--- config.mk ---
export PLATFORM = sky130hd
export DESIGN_NAME = stream_fifo
export DESIGN_NICKNAME = d
export VERILOG_FILES = /design/src/rtl/stream_fifo.sv
export SDC_FILE = /design/constraint.sdc
export NUM_CORES = 1
export LEC_CHECK = 0
export CAP_MARGIN = 20
export CORE_UTILIZATION = 50
export CTS_CLUSTER_DIAMETER = 60
export DETAILED_ROUTE_END_ITERATION = 12
export MAX_ROUTING_LAYER = met4
export PLACE_DENSITY = 0.78
export REMOVE_ABC_BUFFERS = 1
export SLEW_MARGIN = 20
export SYNTH_ARGS = -nofsm -noshare
export SYNTH_HDL_FRONTEND = slang
export SYNTH_SLANG_ARGS = --single-unit
--- constraint.sdc ---
create_clock -name clk -period 12.65 [get_ports clk]
set_clock_uncertainty 0.05 [all_clocks]
set_input_delay 1.8975 -clock clk [delete_from_list [all_inputs] [get_ports clk]]
set_output_delay 1.8975 -clock clk [all_outputs]
set_load 0.02 [all_outputs]
--- src/rtl/stream_fifo.sv ---
// First-word fall-through stream FIFO with count-decoded status flags.
// It can either stall the writer when full or accept and discard the word while counting the drops.
module stream_fifo #(
    parameter int DATA_WIDTH = 32,
    parameter int DATA_DEPTH = 8,
    parameter int AFULL_LVL  = DATA_DEPTH - 1,
    parameter int AEMPTY_LVL = 1,
    parameter int DROP_MODE  = 0
) (
    input  logic                          clk,
    input  logic                          rst,
    input  logic                          flush,
    input  logic [DATA_WIDTH-1:0]         in_data,
    input  logic                          in_valid,
    output logic                          in_ready,
    output logic [DATA_WIDTH-1:0]         out_data,
    output logic                          out_valid,
    input  logic                          out_ready,
    output logic [$clog2(DATA_DEPTH):0]   count,
    output logic                          full,
    output logic                          empty,
    output logic                          last_data,
    output logic                          almost_full,
    output logic                          almost_empty,
    output logic [15:0]                   drop_cnt
);

    localparam int PTR_W = $clog2(DATA_DEPTH);
    localparam int CNT_W = PTR_W + 1;
    localparam bit DROP  = (DROP_MODE != 0);

    logic [DATA_WIDTH-1:0] mem_q [DATA_DEPTH];
    logic [PTR_W-1:0]      wr_ptr_q, wr_ptr_d;
    logic [PTR_W-1:0]      rd_ptr_q, rd_ptr_d;
    logic [CNT_W-1:0]      count_q, count_d;
    logic [15:0]           drop_cnt_q, drop_cnt_d;
    logic                  push, pop, drop;

    assign count        = count_q;
    assign full         = (count_q == CNT_W'(DATA_DEPTH));
    assign empty        = (count_q == '0);
    assign last_data    = (count_q == CNT_W'(1));
    assign almost_full  = (count_q >= CNT_W'(AFULL_LVL));
    assign almost_empty = (count_q <= CNT_W'(AEMPTY_LVL));
    assign drop_cnt     = drop_cnt_q;

    assign in_ready  = DROP ? 1'b1 : !full;
    assign out_valid = !empty;
    assign out_data  = mem_q[rd_ptr_q];

    // In drop mode a full FIFO only takes a word when a pop frees the slot on the same edge.
    assign pop  = out_valid && out_ready && !flush;
    assign push = in_valid && in_ready && !flush && (!full || pop);
    assign drop = DROP && in_valid && !flush && full && !pop;

    always_comb begin
        wr_ptr_d   = wr_ptr_q;
        rd_ptr_d   = rd_ptr_q;
        count_d    = count_q;
        drop_cnt_d = drop_cnt_q;
        if (flush) begin
            wr_ptr_d   = '0;
            rd_ptr_d   = '0;
            count_d    = '0;
            drop_cnt_d = '0;
        end else begin
            if (push) wr_ptr_d = wr_ptr_q + PTR_W'(1);
            if (pop)  rd_ptr_d = rd_ptr_q + PTR_W'(1);
            case ({push, pop})
                2'b10:   count_d = count_q + CNT_W'(1);
                2'b01:   count_d = count_q - CNT_W'(1);
                default: count_d = count_q;
            endcase
            if (drop && drop_cnt_q != 16'hFFFF) drop_cnt_d = drop_cnt_q + 16'd1;
        end
    end

    always_ff @(posedge clk or posedge rst) begin
        if (rst) begin
            wr_ptr_q   <= '0;
            rd_ptr_q   <= '0;
            count_q    <= '0;
            drop_cnt_q <= '0;
        end else begin
            wr_ptr_q   <= wr_ptr_d;
            rd_ptr_q   <= rd_ptr_d;
            count_q    <= count_d;
            drop_cnt_q <= drop_cnt_d;
        end
    end

    // Storage carries no reset; stale words are unreachable while empty.
    always_ff @(posedge clk) begin
        if (push) mem_q[wr_ptr_q] <= in_data;
    end

endmodule

==> metrics.md <==
| Metric | Value |
|---|---|
| Antenna cells | `0` |
| Hold Vio Cnt, Final | `0` |
| Total power | `roughly 2300 uW` |
| Asr flop ratio synth | `between 3 and 4%` |
| Post-synth EDFFs | `roughly 260` |
| Clock tree buffer depth | `3` |
| Row cnt | `between 50 and 60` |
| Max Transition Viols Final | `0` |
| Initial Utilization | `approximately half` |
| Core area | `between 20000 and 25000 um2` |
| Seq/Total Area, Yosys | `between 70 and 80%` |
| Max frequency | `about 190 MHz` |
| CP Buf/Inv Count | `2` |
| CP max stage delay | `just over 600 ps` |
| Hold path depth | `2` |
| Slew at the pin closest to its max-slew limit | `slightly below 1000 ps` |
| Vias in the first global route | `roughly 5200` |
| Layout fillers | `approximately 1400` |
| Synth Warn # | `0` |
| Yosys top cell by area | `edfxtp_1` |
| Top Family by Delay on Critical Path | `buffers and inverters` |
| Wire length per cell | `about 22 um` |
| Chip width | `147 um` |
| Final Critical Period | `between 5000 and 6000 ps` |
| Status | `complete, no violations` |
| DRC Markers | `0` |
| Detail Placement HPWL | `~11000 um` |
| WP data required | `about 11000 ps` |
| Final setup viols | `0` |
| Post_cts resized | `0` |
| Rel. slew slack | `a little over a third` |
| Worst setup margin | `about 7500 ps` |
| Overall Global Routing Usage | `18.8%` |
| Worst slack at placement | `between 7000 and 8000 ps` |
| Pin count of the biggest net entering global routing | `55` |
| Crit path max-delay cell type | `buf_6` |
| Number of antenna violations at the first check in global routing | `0` |
| Routed vias | `between 4000 and 5000` |
| Clock transition at path regs | `~60 ps` |
| Tightest Hold Check Type | `reg -> reg` |
| Htree depth | `1` |
| Leak Pwr | `just under 0.004 uW` |
| 1st-iter DRT viols | `~300` |
| CP Data Arrival Time | `3240 ps` |
| Period utilization | `between 40% and 50%` |
| I/O Buffers | `about 80` |
| Synth top area share | `between 70 and 80%` |
| First-pass detailed-route iteration total | `4` |
| Gpl congestion | `~0.75` |
| Via density | `roughly 5.6` |
| Hold_ws | `574 ps` |
| Worst skew pair latency | `around 500 ps` |
| Total CTS buffers | `24` |
| P per Cell Area | `~190 nW/um2` |
| Design area | `12300 um2` |
| Post-synth top cells | `edfxtp_1, mux4_2, mux2_2` |
| Synth Area per Inst | `around 22 um2` |
| Chip height | `~150 um` |
| Worst vdd ir | `0.102 mV` |
| CTS root buf | `clkbuf_16` |
| Startpoint types | `flop` |
| Final wirelength | `18700 um` |
| Synthesized area | `around 10000 um2` |
| First-pass GRT wire length | `between 20000 and 30000 um` |
| Grt total ovfl | `0` |
| Synth Register Bits | `266` |
| I/O Pins | `96` |
| Detail Route Antenna Nets | `0` |
| Capturing element type of the critical path | `output pin` |
| Layout cells sized above 1 | `about 27%` |
| Top cells by area, synth | `edfxtp_1, mux4_2, mux2_2` |
| Cell count after synthesis | `470` |
| Max Cap Violations | `0` |
| Post-synthesis cell type count | `40` |
| CP Max Fanout | `54` |
| Crit path kind | `reg -> out` |
| Setup TNS | `0 ps` |
| Top-count cell post-synth | `edfxtp_1` |
| RSZ-0062 raised after global routing | `false` |
| Post-layout nets | `between 600 and 700` |
| Clk sinks | `roughly 270` |
| Crit. path cell count | `4` |
| FF-to-FF path depth | `7` |
| TritonCTS clock tree | `yes` |
| Die ar. | `around 21000 um2` |
| Top FF cell, synth | `edfxtp_1` |
| Crit-path cells | `buf_6 -> mux4_2 -> mux2_2 -> clkdlybuf4s50_1` |
| Area delta synth->final | `17.6%` |
| Hold Buf Count CTS | `0` |
| Area post-placement | `11500 um2` |
| Post-CTS Setup Bufs | `0` |
[worst paths after layout]
kind,start,end,slack (ps)
hold / removal,wr_ptr_q[0],wr_ptr_q[0],570
min in group asynchronous,rst,count[0],1620
setup reg to reg,count[0],mem_q[3][5],9580
max in group asynchronous,rst,rd_ptr_q[0],10600
hold reg to reg,wr_ptr_q[0],wr_ptr_q[0],570
setup / recovery,rd_ptr_q[0],out_data[29],7460
[kinds of logic (layout without fill, tap and decap cells)]
kind of cell,Yosys count,count (layout),share of synthesized area [%]
flip-flops,266,266,75.9
adder cells (fa/ha/maj),5,5,0.599
AO/OA/AOI/OAI,10,10,0.587
other,1,16,0.0359
XOR/XNOR,5,5,0.491
AND/OR/NAND/NOR,40,40,2.18
buffers and inverters,43,136,2.48
multiplexers,100,100,17.7
[flip-flops by register name, summed over array words and instances, names as in the netlist]
signal	flops
wr_ptr_q	3
count	4
mem_q	256
rd_ptr_q	3
[metal layers]
metal | global-route usage (%) | vias to the layer above | part of all wire [%]
met3 | 2.97 | 29 | 6.5
met4 | 4.74 | 0 | 1.5
met1 | 24.5 | 2446 | 41
met2 | 31.1 | 167 | 51
met5 | - | - | 0
li1 | - | 2083 | -
[worst min-delay path: cells and delay by family, from the launching register on]
| family | cells | cell delay [ps] |
|---|---|---|
| flops | 1 | 410 |
| xor+xnor | 1 | 130 |
| simple gates | 1 | 50 |
[power breakdown]
part | switching [uW] | internal [uW] | total, uW
Sequential | 31.5 | 996 | 1030
Clock | 285 | 398 | 682
Combinational | 261 | 303 | 564
[layout make-up]
| class | count | area, um2 | area share (%) |
|---|---|---|---|
| clock buffers | 28 | 637 | 5.18 |
| clock inverters | 13 | 109 | 0.886 |
| inverters | 5 | 18.8 | 0.153 |
| multi-input cells | 176 | 2370 | 19.3 |
| flip-flops and latches | 266 | 7940 | 64.6 |
| well taps | 270 | 338 | 2.75 |
| repair buffers | 90 | 877 | 7.14 |
[through the flow]
| stage | instances | util [%] |
|---|---|---|
| floorplan | 447 | - |
| global placement | 807 | 56.7 |
| detailed placement | 807 | 56.7 |
| CTS | 848 | 60.3 |
| global route | 848 | 60.4 |
| finish | 848 | 60.4 |
[cell usage in the layout, fill, tap and decap left out, types with 2 or more instances in the layout]
cell type,netlist,final
clkbuf_16,0,25
clkinv_1,0,5
clkdlybuf4s50_1,0,79
clkinv_2,0,6
mux2_2,32,32
a21oi_1,5,5
nor3_2,0,2
nand2_1,5,5
dfrtp_1,10,7
nand3_1,3,3
nand2b_1,3,3
nor2_4,0,6
nor2_1,14,8
mux4_2,64,64
bufinv_16,0,2
nor2b_1,2,2
dfrtp_2,0,2
inv_1,5,5
clkbuf_1,9,3
conb_1,1,16
xor2_1,3,3
buf_4,21,10
edfxtp_1,256,256
mux2_1,2,2
ha_1,5,5
Power figures use the tool's default switching activity.
